### config.mk
export PLATFORM = sky130hd
export DESIGN_NAME = tap_ctrl
export DESIGN_NICKNAME = d
export VERILOG_FILES = /design/src/rtl/tap_ctrl.sv
export SDC_FILE = /design/constraint.sdc
export NUM_CORES = 1
export LEC_CHECK = 0
export ABC_AREA = 1
export CAP_MARGIN = 20
export CORE_UTILIZATION = 50
export DETAILED_ROUTE_END_ITERATION = 6
export DONT_BUFFER_PORTS = 1
export PLACE_DENSITY_LB_ADDON = 0.3
export SLEW_MARGIN = 20
export SYNTH_ARGS = -nofsm -noshare
export SYNTH_HDL_FRONTEND = slang
export SYNTH_SLANG_ARGS = --single-unit
### constraint.sdc
create_clock -name TCK -period 1.3 [get_ports TCK]
set_input_delay 0.26 -clock TCK [delete_from_list [all_inputs] [get_ports TCK]]
set_output_delay 0.26 -clock TCK [all_outputs]
set_load 0.005 [all_outputs]
### src/rtl/tap_ctrl.sv
// ---------------------------------------------------------------------------
// tap_ctrl -- IEEE 1149.1 style Test Access Port controller.
//
// A 16-state TAP FSM clocked by TCK, plus the instruction register and
// the two internal data registers (1-bit bypass and 32-bit IDCODE). The
// boundary-scan chain itself lives outside; this block selects it and
// muxes its serial output onto TDO.
//
// Ports
//   TCK        in   sole clock, all state updates on its rising edge
//   TRST       in   synchronous active-high reset (wins over TMS/TDI)
//   TMS        in   test mode select, steers the FSM
//   TDI        in   serial data in
//   bsr_tdo    in   serial out of the external boundary-scan chain
//   TDO        out  serial data out (0 outside the shift states)
//   tdo_en     out  high in SHIFT_DR or SHIFT_IR
//   tap_state  out  current FSM state code
//   dr_capture out  state is CAPTURE_DR
//   dr_shift   out  state is SHIFT_DR
//   dr_update  out  state is UPDATE_DR
//   bsr_select out  active instruction targets the boundary-scan chain
//   mode       out  boundary cells drive pins from their update latches
//   instr      out  active instruction
// ---------------------------------------------------------------------------
module tap_ctrl #(
   parameter int unsigned IR_WIDTH   = 4,
   parameter logic [31:0] IDCODE_VAL = 32'h1000_0001
) (
   input  logic                TCK,
   input  logic                TRST,
   input  logic                TMS,
   input  logic                TDI,
   input  logic                bsr_tdo,
   output logic                TDO,
   output logic                tdo_en,
   output logic [3:0]          tap_state,
   output logic                dr_capture,
   output logic                dr_shift,
   output logic                dr_update,
   output logic                bsr_select,
   output logic                mode,
   output logic [IR_WIDTH-1:0] instr
);

   // State codes are the conventional 1149.1 encoding so tap_state can be
   // compared directly against external debugger traces.
   typedef enum logic [3:0] {
      TLR      = 4'hF,
      RTI      = 4'hC,
      SEL_DR   = 4'h7,
      CAP_DR   = 4'h6,
      SH_DR    = 4'h2,
      EX1_DR   = 4'h1,
      PAUSE_DR = 4'h3,
      EX2_DR   = 4'h0,
      UPD_DR   = 4'h5,
      SEL_IR   = 4'h4,
      CAP_IR   = 4'hE,
      SH_IR    = 4'hA,
      EX1_IR   = 4'h9,
      PAUSE_IR = 4'hB,
      EX2_IR   = 4'h8,
      UPD_IR   = 4'hD
   } tap_state_e;

   localparam logic [IR_WIDTH-1:0] I_EXTEST  = '0;
   localparam logic [IR_WIDTH-1:0] I_IDCODE  = IR_WIDTH'(1);
   localparam logic [IR_WIDTH-1:0] I_SAMPLE  = IR_WIDTH'(2);
   // Value captured into the IR shift register: the mandatory "01" pattern.
   localparam logic [IR_WIDTH-1:0] IR_CAPTURE = IR_WIDTH'(1);

   tap_state_e          state_q, state_d;
   logic [IR_WIDTH-1:0] ir_q, ir_d;
   logic [IR_WIDTH-1:0] instr_q, instr_d;
   logic                byp_q, byp_d;
   logic [31:0]         idcode_q, idcode_d;

   // ------------------------------------------------------------------
   // Instruction decode. Anything that is not EXTEST, IDCODE or
   // SAMPLE/PRELOAD falls through to BYPASS, including all-ones.
   // ------------------------------------------------------------------
   logic is_extest, is_sample, is_idcode, is_bsr, is_bypass;

   always_comb begin
      is_extest = (instr_q == I_EXTEST);
      is_sample = (instr_q == I_SAMPLE);
      is_idcode = (instr_q == I_IDCODE);
      is_bsr    = is_extest | is_sample;
      is_bypass = ~is_bsr & ~is_idcode;
   end

   // ------------------------------------------------------------------
   // FSM state register
   // ------------------------------------------------------------------
   always_ff @(posedge TCK) begin
      if (TRST) state_q <= TLR;
      else      state_q <= state_d;
   end

   // ------------------------------------------------------------------
   // FSM next state. The IR column mirrors the DR column; SEL_IR with
   // TMS=1 is the only exit back to TLR, which is what makes five TMS=1
   // edges reach TLR from anywhere.
   // ------------------------------------------------------------------
   always_comb begin
      state_d = state_q;
      unique case (state_q)
         TLR:      state_d = TMS ? TLR      : RTI;
         RTI:      state_d = TMS ? SEL_DR   : RTI;
         SEL_DR:   state_d = TMS ? SEL_IR   : CAP_DR;
         CAP_DR:   state_d = TMS ? EX1_DR   : SH_DR;
         SH_DR:    state_d = TMS ? EX1_DR   : SH_DR;
         EX1_DR:   state_d = TMS ? UPD_DR   : PAUSE_DR;
         PAUSE_DR: state_d = TMS ? EX2_DR   : PAUSE_DR;
         EX2_DR:   state_d = TMS ? UPD_DR   : SH_DR;
         UPD_DR:   state_d = TMS ? SEL_DR   : RTI;
         SEL_IR:   state_d = TMS ? TLR      : CAP_IR;
         CAP_IR:   state_d = TMS ? EX1_IR   : SH_IR;
         SH_IR:    state_d = TMS ? EX1_IR   : SH_IR;
         EX1_IR:   state_d = TMS ? UPD_IR   : PAUSE_IR;
         PAUSE_IR: state_d = TMS ? EX2_IR   : PAUSE_IR;
         EX2_IR:   state_d = TMS ? UPD_IR   : SH_IR;
         UPD_IR:   state_d = TMS ? SEL_DR   : RTI;
         default:  state_d = TLR;
      endcase
   end

   // ------------------------------------------------------------------
   // Datapath next-state. Every register holds unless the current state
   // addresses it; PAUSE/EXIT states therefore leave all shifters alone.
   // ------------------------------------------------------------------
   always_comb begin
      ir_d     = ir_q;
      instr_d  = instr_q;
      byp_d    = byp_q;
      idcode_d = idcode_q;

      unique case (state_q)
         TLR: begin
            // Sitting in TLR keeps re-selecting IDCODE, so a debugger
            // always finds a known instruction after a TMS reset.
            instr_d = I_IDCODE;
         end
         CAP_IR: begin
            ir_d = IR_CAPTURE;
         end
         SH_IR: begin
            ir_d = {TDI, ir_q[IR_WIDTH-1:1]};
         end
         UPD_IR: begin
            instr_d = ir_q;
         end
         CAP_DR: begin
            if (is_idcode) idcode_d = IDCODE_VAL;
            if (is_bypass) byp_d    = 1'b0;
         end
         SH_DR: begin
            if (is_idcode) idcode_d = {TDI, idcode_q[31:1]};
            if (is_bypass) byp_d    = TDI;
         end
         default: ;
      endcase
   end

   // ------------------------------------------------------------------
   // Datapath registers. A reset mid-shift simply overwrites whatever
   // partial contents the shifters held.
   // ------------------------------------------------------------------
   always_ff @(posedge TCK) begin
      if (TRST) begin
         ir_q     <= '0;
         instr_q  <= I_IDCODE;
         byp_q    <= 1'b0;
         idcode_q <= IDCODE_VAL;
      end else begin
         ir_q     <= ir_d;
         instr_q  <= instr_d;
         byp_q    <= byp_d;
         idcode_q <= idcode_d;
      end
   end

   // ------------------------------------------------------------------
   // Outputs: pure Moore decodes of the registered state, no extra
   // pipeline stage.
   // ------------------------------------------------------------------
   always_comb begin
      tap_state  = state_q;
      dr_capture = (state_q == CAP_DR);
      dr_shift   = (state_q == SH_DR);
      dr_update  = (state_q == UPD_DR);
      tdo_en     = (state_q == SH_DR) | (state_q == SH_IR);
      bsr_select = is_bsr;
      mode       = is_extest;
      instr      = instr_q;
   end

   // TDO mux. The external chain's output is passed straight through, so
   // TDO is combinational from registered state plus bsr_tdo.
   always_comb begin
      TDO = 1'b0;
      if (state_q == SH_IR) begin
         TDO = ir_q[0];
      end else if (state_q == SH_DR) begin
         if (is_bsr)         TDO = bsr_tdo;
         else if (is_idcode) TDO = idcode_q[0];
         else                TDO = byp_q;
      end
   end

endmodule

==> report_table.html, run 1 <==
<table>
<tr><th>Metric</th><th>Value</th></tr>
<tr><th colspan="2">Status</th></tr>
<tr><td>Result of the run</td><td>finished with violations</td></tr>
<tr><td>Violations in the final reports</td><td>setup timing</td></tr>
<tr><th colspan="2">Place</th></tr>
<tr><td>Final HPWL from detailed placement</td><td>2650 microns</td></tr>
<tr><td>Routability congestion estimate from global placement</td><td>0.850</td></tr>
<tr><td>Placed cell count</td><td>roughly 330</td></tr>
<tr><td>Port Buf Inserts</td><td>0</td></tr>
<tr><th colspan="2">Timing</th></tr>
<tr><td>Fin. max-slew vios</td><td>0</td></tr>
<tr><td>Ratio of final minimum period to clock period</td><td>118%</td></tr>
<tr><td>Final setup slack of the worst path</td><td>-0.233 ns</td></tr>
<tr><td>Worst clock skew</td><td>0.00793 ns</td></tr>
<tr><td>Peak Freq</td><td>around 0.65 GHz</td></tr>
<tr><td>Transition time at the pin with the least slew margin</td><td>0.268 ns</td></tr>
<tr><td>Final Critical Period</td><td>approximately 1.5 ns</td></tr>
<tr><td>Final-report hold violation count</td><td>0</td></tr>
<tr><td>Setup repair after global routing missed its margin</td><td>true</td></tr>
<tr><td>Total of endpoints with negative setup slack in the final report</td><td>24</td></tr>
<tr><td>Hold Slack</td><td>0.0143 ns</td></tr>
<tr><td>Headroom to the max-slew limit</td><td>between 80 and 90%</td></tr>
<tr><th colspan="2">Global routing</th></tr>
<tr><td>Overall global routing resource usage</td><td>22.1%</td></tr>
<tr><td>Antenna violations before repair</td><td>0</td></tr>
<tr><td>Number of global-route vias before repair</td><td>1628</td></tr>
<tr><td>Maximum number of pins on one net before global-route repair</td><td>between 40 and 50</td></tr>
<tr><td>Gr ovfl total</td><td>0</td></tr>
<tr><td>First-pass GRT wire length</td><td>7260 microns</td></tr>
<tr><th colspan="2">Route</th></tr>
<tr><td>Length of routed met2 wiring</td><td>~2400 microns</td></tr>
<tr><td>Routed wire per std cell</td><td>between 10 and 15 microns</td></tr>
<tr><td>Drt drc</td><td>0</td></tr>
<tr><td>Routed length on met1</td><td>2310 microns</td></tr>
<tr><td>Average vias per placed instance</td><td>5.35</td></tr>
<tr><td>Top Metal Used</td><td>met4</td></tr>
<tr><td>Number of DRC markers after the initial detailed-route iteration</td><td>123</td></tr>
<tr><td>Number of nets still failing antenna checks after routing</td><td>0</td></tr>
<tr><td>Final wirelength</td><td>5030 microns</td></tr>
<tr><td>Amount of wire on met3 after detailed routing</td><td>~250 microns</td></tr>
<tr><td>Via count</td><td>1900</td></tr>
<tr><td>Number of iterations in the first detailed-routing pass</td><td>5</td></tr>
<tr><th colspan="2">Logic synthesis</th></tr>
<tr><td>Mapped Avg Cell Area</td><td>7.47 sq um</td></tr>
<tr><td>Warnings from Yosys</td><td>0</td></tr>
<tr><td>Number of synthesized register bits</td><td>45</td></tr>
<tr><td>Post-Synthesis Cells</td><td>271</td></tr>
<tr><td>Netlist area before placement</td><td>2020 sq um</td></tr>
<tr><td>Distinct cell type count of the synthesized netlist</td><td>17</td></tr>
<tr><td>Sequential area share after synthesis</td><td>44.5%</td></tr>
<tr><td>Syn Nets</td><td>~280</td></tr>
<tr><th colspan="2">Hold path</th></tr>
<tr><td>Beginning of the worst hold path</td><td>TRST</td></tr>
<tr><td>Worst hold path type</td><td>input port to flop</td></tr>
<tr><th colspan="2">Clock network</th></tr>
<tr><td>Number of hold buffers added after CTS</td><td>0</td></tr>
<tr><td>Cts bufs inserted</td><td>5</td></tr>
<tr><td>CTS tree</td><td>done</td></tr>
<tr><td>Clock latency on the worst-skew pair</td><td>0.30 ns</td></tr>
<tr><td>CTS sink cnt</td><td>45</td></tr>
<tr><td>Clock buffer depth</td><td>2</td></tr>
<tr><td>Reg clk slew, reported paths</td><td>0.09 ns</td></tr>
<tr><td>H-Tree Level Count</td><td>2</td></tr>
<tr><td>Root Buffer</td><td>sky130_fd_sc_hd__clkbuf_8</td></tr>
<tr><th colspan="2">Worst setup path</th></tr>
<tr><td>Critical Path End Type</td><td>output port</td></tr>
<tr><td>Launch point of the critical path</td><td>tap_state[0]</td></tr>
<tr><td>Worst r2r src</td><td>tap_state[0]</td></tr>
<tr><td>Arrival @ worst endpoint</td><td>1.27 ns</td></tr>
<tr><td>Largest driver fanout on the critical path</td><td>4</td></tr>
<tr><td>Required time of the critical path</td><td>~1.0 ns</td></tr>
<tr><td>Startpoint type of the worst setup path</td><td>flop</td></tr>
<tr><td>CP Class</td><td>flop to output port</td></tr>
<tr><th colspan="2">Cells and area</th></tr>
<tr><td>Util after Layout</td><td>70.7%</td></tr>
<tr><td>Fin nets</td><td>just over 300</td></tr>
<tr><td>Layout cell share with drive strength beyond 1</td><td>35.8%</td></tr>
<tr><td>Area growth from synthesis to final layout</td><td>31.7%</td></tr>
<tr><td>Final Instance Count excl. Fillers</td><td>355</td></tr>
<tr><td>Diodes inserted</td><td>0</td></tr>
<tr><th colspan="2">Floorplanning</th></tr>
<tr><td>Std-Cell Rows</td><td>22</td></tr>
<tr><td>Effective utilization at floorplan</td><td>53.7%</td></tr>
<tr><td>Floorplan Core Area</td><td>3770 sq um</td></tr>
<tr><td>Chip width</td><td>65.6 microns</td></tr>
<tr><td>Vertical die dimension</td><td>~66 microns</td></tr>
<tr><td>Area enclosed by the die boundary</td><td>about 4300 sq um</td></tr>
<tr><td>Total I/O pin count</td><td>20</td></tr>
<tr><th colspan="2">Run</th></tr>
<tr><td>Max-cap violations</td><td>0</td></tr>
<tr><th colspan="2">Pwr</th></tr>
<tr><td>IR drop worst, VDD</td><td>1.08 mV</td></tr>
<tr><td>Power per cell area</td><td>between 1500 and 2000 nW/um^2</td></tr>
<tr><td>Leakage</td><td>1.08 nW</td></tr>
<tr><td>Overall power of the completed layout</td><td>~4.8 mW</td></tr>
</table>
[worst max-delay path, stage by stage (launching register included)]
cell and delay (ns):
sky130_fd_sc_hd__dfxtp_2 0.37, sky130_fd_sc_hd__inv_2 0.05, sky130_fd_sc_hd__buf_4 0.14, sky130_fd_sc_hd__nor2_2 0.21, sky130_fd_sc_hd__nand2_2 0.13, sky130_fd_sc_hd__inv_2 0.07
[metal layers]
layer	up-vias	track usage, %
li1	955	-
met4	0	7.34
met2	69	34.9
met5	-	0
met3	13	4.86
met1	863	29.4
[final timing paths]
kind	endpoint	depth (start not counted)	slack, ns
worst max register to register	idcode_q[29]	8	-0.08
worst min register to register	idcode_q[27]	2	0.46
worst min-delay path	idcode_q[5]	1	0.01
worst max-delay path	dr_update	5	-0.23
[area by class of cell]
cell class,count,area [sq um]
inverter,20,90.1
clock buffer,5,68.8
multi-input combinational,191,1030
sequential,45,915
fill,290,1100
clock inverter,3,68.8
timing repair buffer,43,433
tap,48,60.1
[state kept, by name (all words and copies together) (netlist names)]
register,flops
ir_q,4
byp_q,1
instr,4
idcode_q,32
tap_state,4
[kinds of logic after synthesis]
logic type / Yosys count / synth area share [%]
DFF: 45 / 44.5
and+or+nand+nor: 143 / 31.8
buffers and inverters: 35 / 10.2
AOI/OAI and AO/OA: 48 / 13.5
[synth_stat cells (all sizes together)]
master | n | area [sq um]
or2 | 1 | 6.26
a21oi | 41 | 239
clkbuf | 5 | 18.8
nand3 | 43 | 225
nor2 | 21 | 98.8
o21ai | 7 | 35.0
inv | 20 | 75.1
nand4 | 4 | 25.0
buf | 10 | 113
dfxtp | 45 | 901
nand2 | 74 | 288
[power breakdown]
group	leakage, nW	switching, mW	internal (mW)
clock	0.0687	0.501	0.774
sequential	0.364	0.124	1.50
combinational	0.648	1.07	0.868
total	1.08	1.70	3.14
[placed cells by master (no fill, tap or decap), types with 6 or more instances in the layout]
master / count
sky130_fd_sc_hd__dfxtp_1: 38
sky130_fd_sc_hd__a21oi_2: 10
sky130_fd_sc_hd__buf_4: 28
sky130_fd_sc_hd__buf_6: 10
sky130_fd_sc_hd__o21ai_0: 6
sky130_fd_sc_hd__nor2_4: 7
sky130_fd_sc_hd__nand2_2: 11
sky130_fd_sc_hd__nand3_1: 38
sky130_fd_sc_hd__a21oi_1: 31
sky130_fd_sc_hd__nor2_1: 9
sky130_fd_sc_hd__inv_1: 11
sky130_fd_sc_hd__nand2_1: 59
[through the flow]
| stage | instance area, sq um | setup slack [ns] | TNS, ns |
|---|---|---|---|
| 2_1_floorplan | 2030 | 0.0100 | 0 |
| 3_3_place_gp | 2140 | -0.0329 | -0.0467 |
| 3_5_place_dp | 2140 | -0.0492 | -0.421 |
| 4_1_cts | 2460 | -0.175 | -0.433 |
| 5_1_grt | 2670 | -0.271 | -3.94 |
| 6_report | 2670 | -0.233 | -1.23 |
[repair_timing]
| action | CTS | global route |
|---|---|---|
| gates cloned | 0 | 3 |
| pin swaps | 8 | 7 |
| gates resized for setup | 39 | 25 |
| setup buffers | 9 | 8 |
| hold endpoints to repair | 0 | 0 |
| endpoints found under the setup margin | 39 | 44 |
Power figures use the tool's default switching activity.
==> run 2: changes to the inputs <==
Settings changed: ABC_AREA 1 to 0, REMOVE_ABC_BUFFERS from default to 1.
==> report_table.html, run 2 <==
<table>
<tr><th>Metric</th><th>Value</th></tr>
<tr><th colspan="2">Status</th></tr>
<tr><td>Result of the run</td><td>finished with violations</td></tr>
<tr><td>Violations in the final reports</td><td>setup timing</td></tr>
<tr><th colspan="2">Place</th></tr>
<tr><td>Routability congestion estimate from global placement</td><td>0.750 (-12%)</td></tr>
<tr><td>Port Buf Inserts</td><td>0 (unchanged)</td></tr>
<tr><td>Final HPWL from detailed placement</td><td>2720 microns (+2.7%)</td></tr>
<tr><td>Area after DPL</td><td>2260 sq um (+5.7%)</td></tr>
<tr><td>Setup slack at placement</td><td>-0.0936 ns (-0.0444 ns)</td></tr>
<tr><td>Placed cell count</td><td>287 (-12%)</td></tr>
<tr><th colspan="2">Logic synthesis</th></tr>
<tr><td>Mapped Avg Cell Area</td><td>8.92 sq um (+19%)</td></tr>
<tr><td>Number of synthesized register bits</td><td>45 (unchanged)</td></tr>
<tr><td>Number of synthesized flops with an enable pin</td><td>0 (unchanged)</td></tr>
<tr><td>Most frequent cells after synthesis</td><td>45 x sky130_fd_sc_hd__dfxtp_1, 42 x sky130_fd_sc_hd__a21oi_1, 29 x sky130_fd_sc_hd__nand4b_1, 29 x sky130_fd_sc_hd__o21ai_1, 11 x sky130_fd_sc_hd__buf_2</td></tr>
<tr><td>Share of Yosys cell area claimed by the top area cell type</td><td>42.3% (-2.2 points)</td></tr>
<tr><td>Yosys top cell by area</td><td>sky130_fd_sc_hd__dfxtp_1</td></tr>
<tr><td>Warnings from Yosys</td><td>0 (unchanged)</td></tr>
<tr><td>Share of synthesized flip-flops with an asynchronous set or reset</td><td>0% (unchanged)</td></tr>
<tr><td>Primary flip-flop cell chosen by synthesis mapping</td><td>sky130_fd_sc_hd__dfxtp_1</td></tr>
<tr><td>Netlist area before placement</td><td>2130 sq um (+5.3%)</td></tr>
<tr><td>Most frequently used cell type in the post-synthesis netlist</td><td>sky130_fd_sc_hd__dfxtp_1</td></tr>
<tr><td>Sequential area share after synthesis</td><td>42.3% (-2.2 points)</td></tr>
<tr><td>Most area-consuming cells after synthesis</td><td>sky130_fd_sc_hd__dfxtp_1 42%, sky130_fd_sc_hd__nand4b_1 12%, sky130_fd_sc_hd__a21oi_1 9.9%</td></tr>
<tr><td>Post-Synthesis Cells</td><td>239 (-12%)</td></tr>
<tr><td>Distinct cell type count of the synthesized netlist</td><td>34 (+17)</td></tr>
<tr><th colspan="2">Clock network</th></tr>
<tr><td>Cts bufs inserted</td><td>5 (unchanged)</td></tr>
<tr><td>Clock latency on the worst-skew pair</td><td>0.30 ns (about the same)</td></tr>
<tr><td>Reg clk slew, reported paths</td><td>0.08 ns (about the same)</td></tr>
<tr><td>CTS sink cnt</td><td>45 (unchanged)</td></tr>
<tr><td>Root Buffer</td><td>sky130_fd_sc_hd__clkbuf_8</td></tr>
<tr><td>Number of hold buffers added after CTS</td><td>0 (unchanged)</td></tr>
<tr><td>CTS tree</td><td>done</td></tr>
<tr><td>Clock buffer depth</td><td>2 (unchanged)</td></tr>
<tr><td>H-Tree Level Count</td><td>2 (unchanged)</td></tr>
<tr><th colspan="2">Pwr</th></tr>
<tr><td>Power per cell area</td><td>1030 nW/um^2 (-43%)</td></tr>
<tr><td>Overall power of the completed layout</td><td>2.99 mW (-38%)</td></tr>
<tr><td>Leakage</td><td>0.958 nW (-11%)</td></tr>
<tr><td>IR drop worst, VDD</td><td>0.541 mV (-50%)</td></tr>
<tr><th colspan="2">Cells and area</th></tr>
<tr><td>Register name with the most flops</td><td>idcode_q</td></tr>
<tr><td>Most used cells in the layout excluding fill and tap cells</td><td>39 x sky130_fd_sc_hd__dfxtp_1, 32 x sky130_fd_sc_hd__a21oi_1, 29 x sky130_fd_sc_hd__nand4b_1, 21 x sky130_fd_sc_hd__o21ai_2, 16 x sky130_fd_sc_hd__buf_4</td></tr>
<tr><td>Area growth from synthesis to final layout</td><td>35.6%</td></tr>
<tr><td>Diodes inserted</td><td>0 (unchanged)</td></tr>
<tr><td>Area taken by flip-flops and latches</td><td>913 sq um (-0.14%)</td></tr>
<tr><td>Fill count</td><td>260 (-10%)</td></tr>
<tr><td>Util after Layout</td><td>71.2% (+0.50 points)</td></tr>
<tr><td>Layout cell share with drive strength beyond 1</td><td>42.0% (+6.1 points)</td></tr>
<tr><td>Final Instance Count excl. Fillers</td><td>305 (-14%)</td></tr>
<tr><td>Most common cell after layout, fill and taps aside</td><td>sky130_fd_sc_hd__dfxtp_1</td></tr>
<tr><td>Final Instance Area</td><td>2890 sq um (+8.4%)</td></tr>
<tr><td>Number of flip-flops under the largest register name</td><td>32 (unchanged)</td></tr>
<tr><td>Area taken by multi-input logic gates</td><td>1380 sq um (+34%)</td></tr>
<tr><td>Fin nets</td><td>260 (-16%)</td></tr>
<tr><th colspan="2">Worst setup path</th></tr>
<tr><td>Launch point of the critical path</td><td>tap_state[0]</td></tr>
<tr><td>Largest driver fanout on the critical path</td><td>4 (unchanged)</td></tr>
<tr><td>Arrival @ worst endpoint</td><td>1.34 ns (+0.07 ns)</td></tr>
<tr><td>Critical Path End Type</td><td>output port</td></tr>
<tr><td>Required time of the critical path</td><td>1.04 ns (about the same)</td></tr>
<tr><td>Worst r2r src</td><td>instr[3]</td></tr>
<tr><td>Startpoint type of the worst setup path</td><td>flop</td></tr>
<tr><td>CP Class</td><td>flop to output port</td></tr>
<tr><th colspan="2">Route</th></tr>
<tr><td>Drt drc</td><td>0 (unchanged)</td></tr>
<tr><td>Number of DRC markers after the initial detailed-route iteration</td><td>175 (+42%)</td></tr>
<tr><td>Number of iterations in the first detailed-routing pass</td><td>4 (-1)</td></tr>
<tr><td>Via count</td><td>1938 (+2.0%)</td></tr>
<tr><td>Final wirelength</td><td>5650 microns (+12%)</td></tr>
<tr><td>Routed wire per std cell</td><td>18.5 microns (+31%)</td></tr>
<tr><td>Average vias per placed instance</td><td>6.35 (+19%)</td></tr>
<tr><td>Number of nets still failing antenna checks after routing</td><td>0 (unchanged)</td></tr>
<tr><th colspan="2">Timing</th></tr>
<tr><td>Hold Slack</td><td>0.0137 ns (-0.000554 ns)</td></tr>
<tr><td>Final-report hold violation count</td><td>0 (unchanged)</td></tr>
<tr><td>Setup repair after global routing missed its margin</td><td>true</td></tr>
<tr><td>Peak Freq</td><td>0.624 GHz (-4.4%)</td></tr>
<tr><td>Total of endpoints with negative setup slack in the final report</td><td>39 (+63%)</td></tr>
<tr><td>Worst clock skew</td><td>0.00670 ns (-0.00123 ns)</td></tr>
<tr><td>Final setup slack of the worst path</td><td>-0.304 ns (-0.0708 ns)</td></tr>
<tr><td>Ratio of final minimum period to clock period</td><td>123% (+5.4 points)</td></tr>
<tr><td>Headroom to the max-slew limit</td><td>75.5% (-6.4 points)</td></tr>
<tr><td>Fin. max-slew vios</td><td>0 (unchanged)</td></tr>
<tr><td>Setup TNS</td><td>-8.75 ns (-7.53 ns)</td></tr>
<tr><td>Final Critical Period</td><td>1.60 ns (+0.0708 ns)</td></tr>
<tr><td>Transition time at the pin with the least slew margin</td><td>0.367 ns (+0.0988 ns)</td></tr>
<tr><th colspan="2">Floorplanning</th></tr>
<tr><td>Chip width</td><td>67.3 microns (+2.5%)</td></tr>
<tr><td>Vertical die dimension</td><td>67.3 microns (+2.5%)</td></tr>
<tr><td>Floorplan Core Area</td><td>4060 sq um (+7.6%)</td></tr>
<tr><td>Total I/O pin count</td><td>20 (unchanged)</td></tr>
<tr><td>Std-Cell Rows</td><td>23 (+4.5%)</td></tr>
<tr><td>Area enclosed by the die boundary</td><td>4530 sq um (+5.1%)</td></tr>
<tr><td>Effective utilization at floorplan</td><td>52.5% (-1.2 points)</td></tr>
<tr><th colspan="2">Global routing</th></tr>
<tr><td>Antenna violations before repair</td><td>0 (unchanged)</td></tr>
<tr><td>Gr ovfl total</td><td>0 (unchanged)</td></tr>
<tr><td>Number of global-route vias before repair</td><td>1713 (+5.2%)</td></tr>
<tr><td>Maximum number of pins on one net before global-route repair</td><td>46 (+12%)</td></tr>
<tr><td>First-pass GRT wire length</td><td>8220 microns (+13%)</td></tr>
<tr><td>Overall global routing resource usage</td><td>24.4% (+2.3 points)</td></tr>
<tr><th colspan="2">Run</th></tr>
<tr><td>Max-cap violations</td><td>0 (unchanged)</td></tr>
<tr><th colspan="2">Hold path</th></tr>
<tr><td>Worst hold path type</td><td>input port to flop</td></tr>
<tr><td>Beginning of the worst hold path</td><td>TRST</td></tr>
</table>
==> run 2: cell count changes in the layout (fill, tap and decap cells not counted), moves of 12 or more <==
| cell | previous run | this run |
|---|---|---|
| sky130_fd_sc_hd__nand4b_1 | 0 | 29 |
| sky130_fd_sc_hd__nand3_1 | 38 | 4 |
| sky130_fd_sc_hd__buf_4 | 28 | 16 |
| sky130_fd_sc_hd__o21ai_2 | 0 | 21 |
| sky130_fd_sc_hd__nand2_1 | 59 | 10 |
==> run 2: power by group <==
group	internal (mW)	switching, mW	leakage, nW
logic	0.324	0.344	0.549
clock network	0.423	0.466	0.0443
registers	1.40	0.0274	0.364
==> run 2: critical path, stage by stage (launching register included) <==
cell and delay (ns):
sky130_fd_sc_hd__dfxtp_4 0.37, sky130_fd_sc_hd__or3b_4 0.39, sky130_fd_sc_hd__nor2_4 0.11, sky130_fd_sc_hd__a41o_1 0.18
==> run 2: area by class of cell <==
type,count,share of cell area (%)
clock buffers,7,2.99
well taps,50,2.17
multi-input cells,166,47.9
repair buffers,37,15.3
flip-flops and latches,45,31.6
==> run 2: cells by family after synthesis <==
family | Yosys count | share of synthesized area, %
AO/OA/AOI/OAI | 84 | 21.3
AND/OR/NAND/NOR | 82 | 29.4
flip-flops | 45 | 42.3
buffers and inverters | 28 | 7.05
==> run 2: timing repair <==
action / in CTS / in global routing
gates resized for setup: 62 / 33
setup buffers: 4 / 3
pin swaps: 7 / 9
setup endpoints to repair: 40 / 41
gates cloned: 4 / 1
==> run 2: path summary, 6_finish.rpt <==
| path | endpoint | cells after the start | slack, ns |
|---|---|---|---|
| max | TDO | 3 | -0.30 |
| min reg2reg | idcode_q[23] | 2 | 0.45 |
| min | instr[1] | 1 | 0.01 |
| max reg2reg | idcode_q[9] | 5 | -0.29 |
==> run 2: per-layer routing <==
metal / wire, microns / share of wire, % / GRT usage (%)
met5: 0 / 0 / 0
met4: 111 / 2.0 / 8.51
met3: 209 / 3.7 / 5.07
met2: 2800 / 49 / 39.8
met1: 2530 / 45 / 31.6
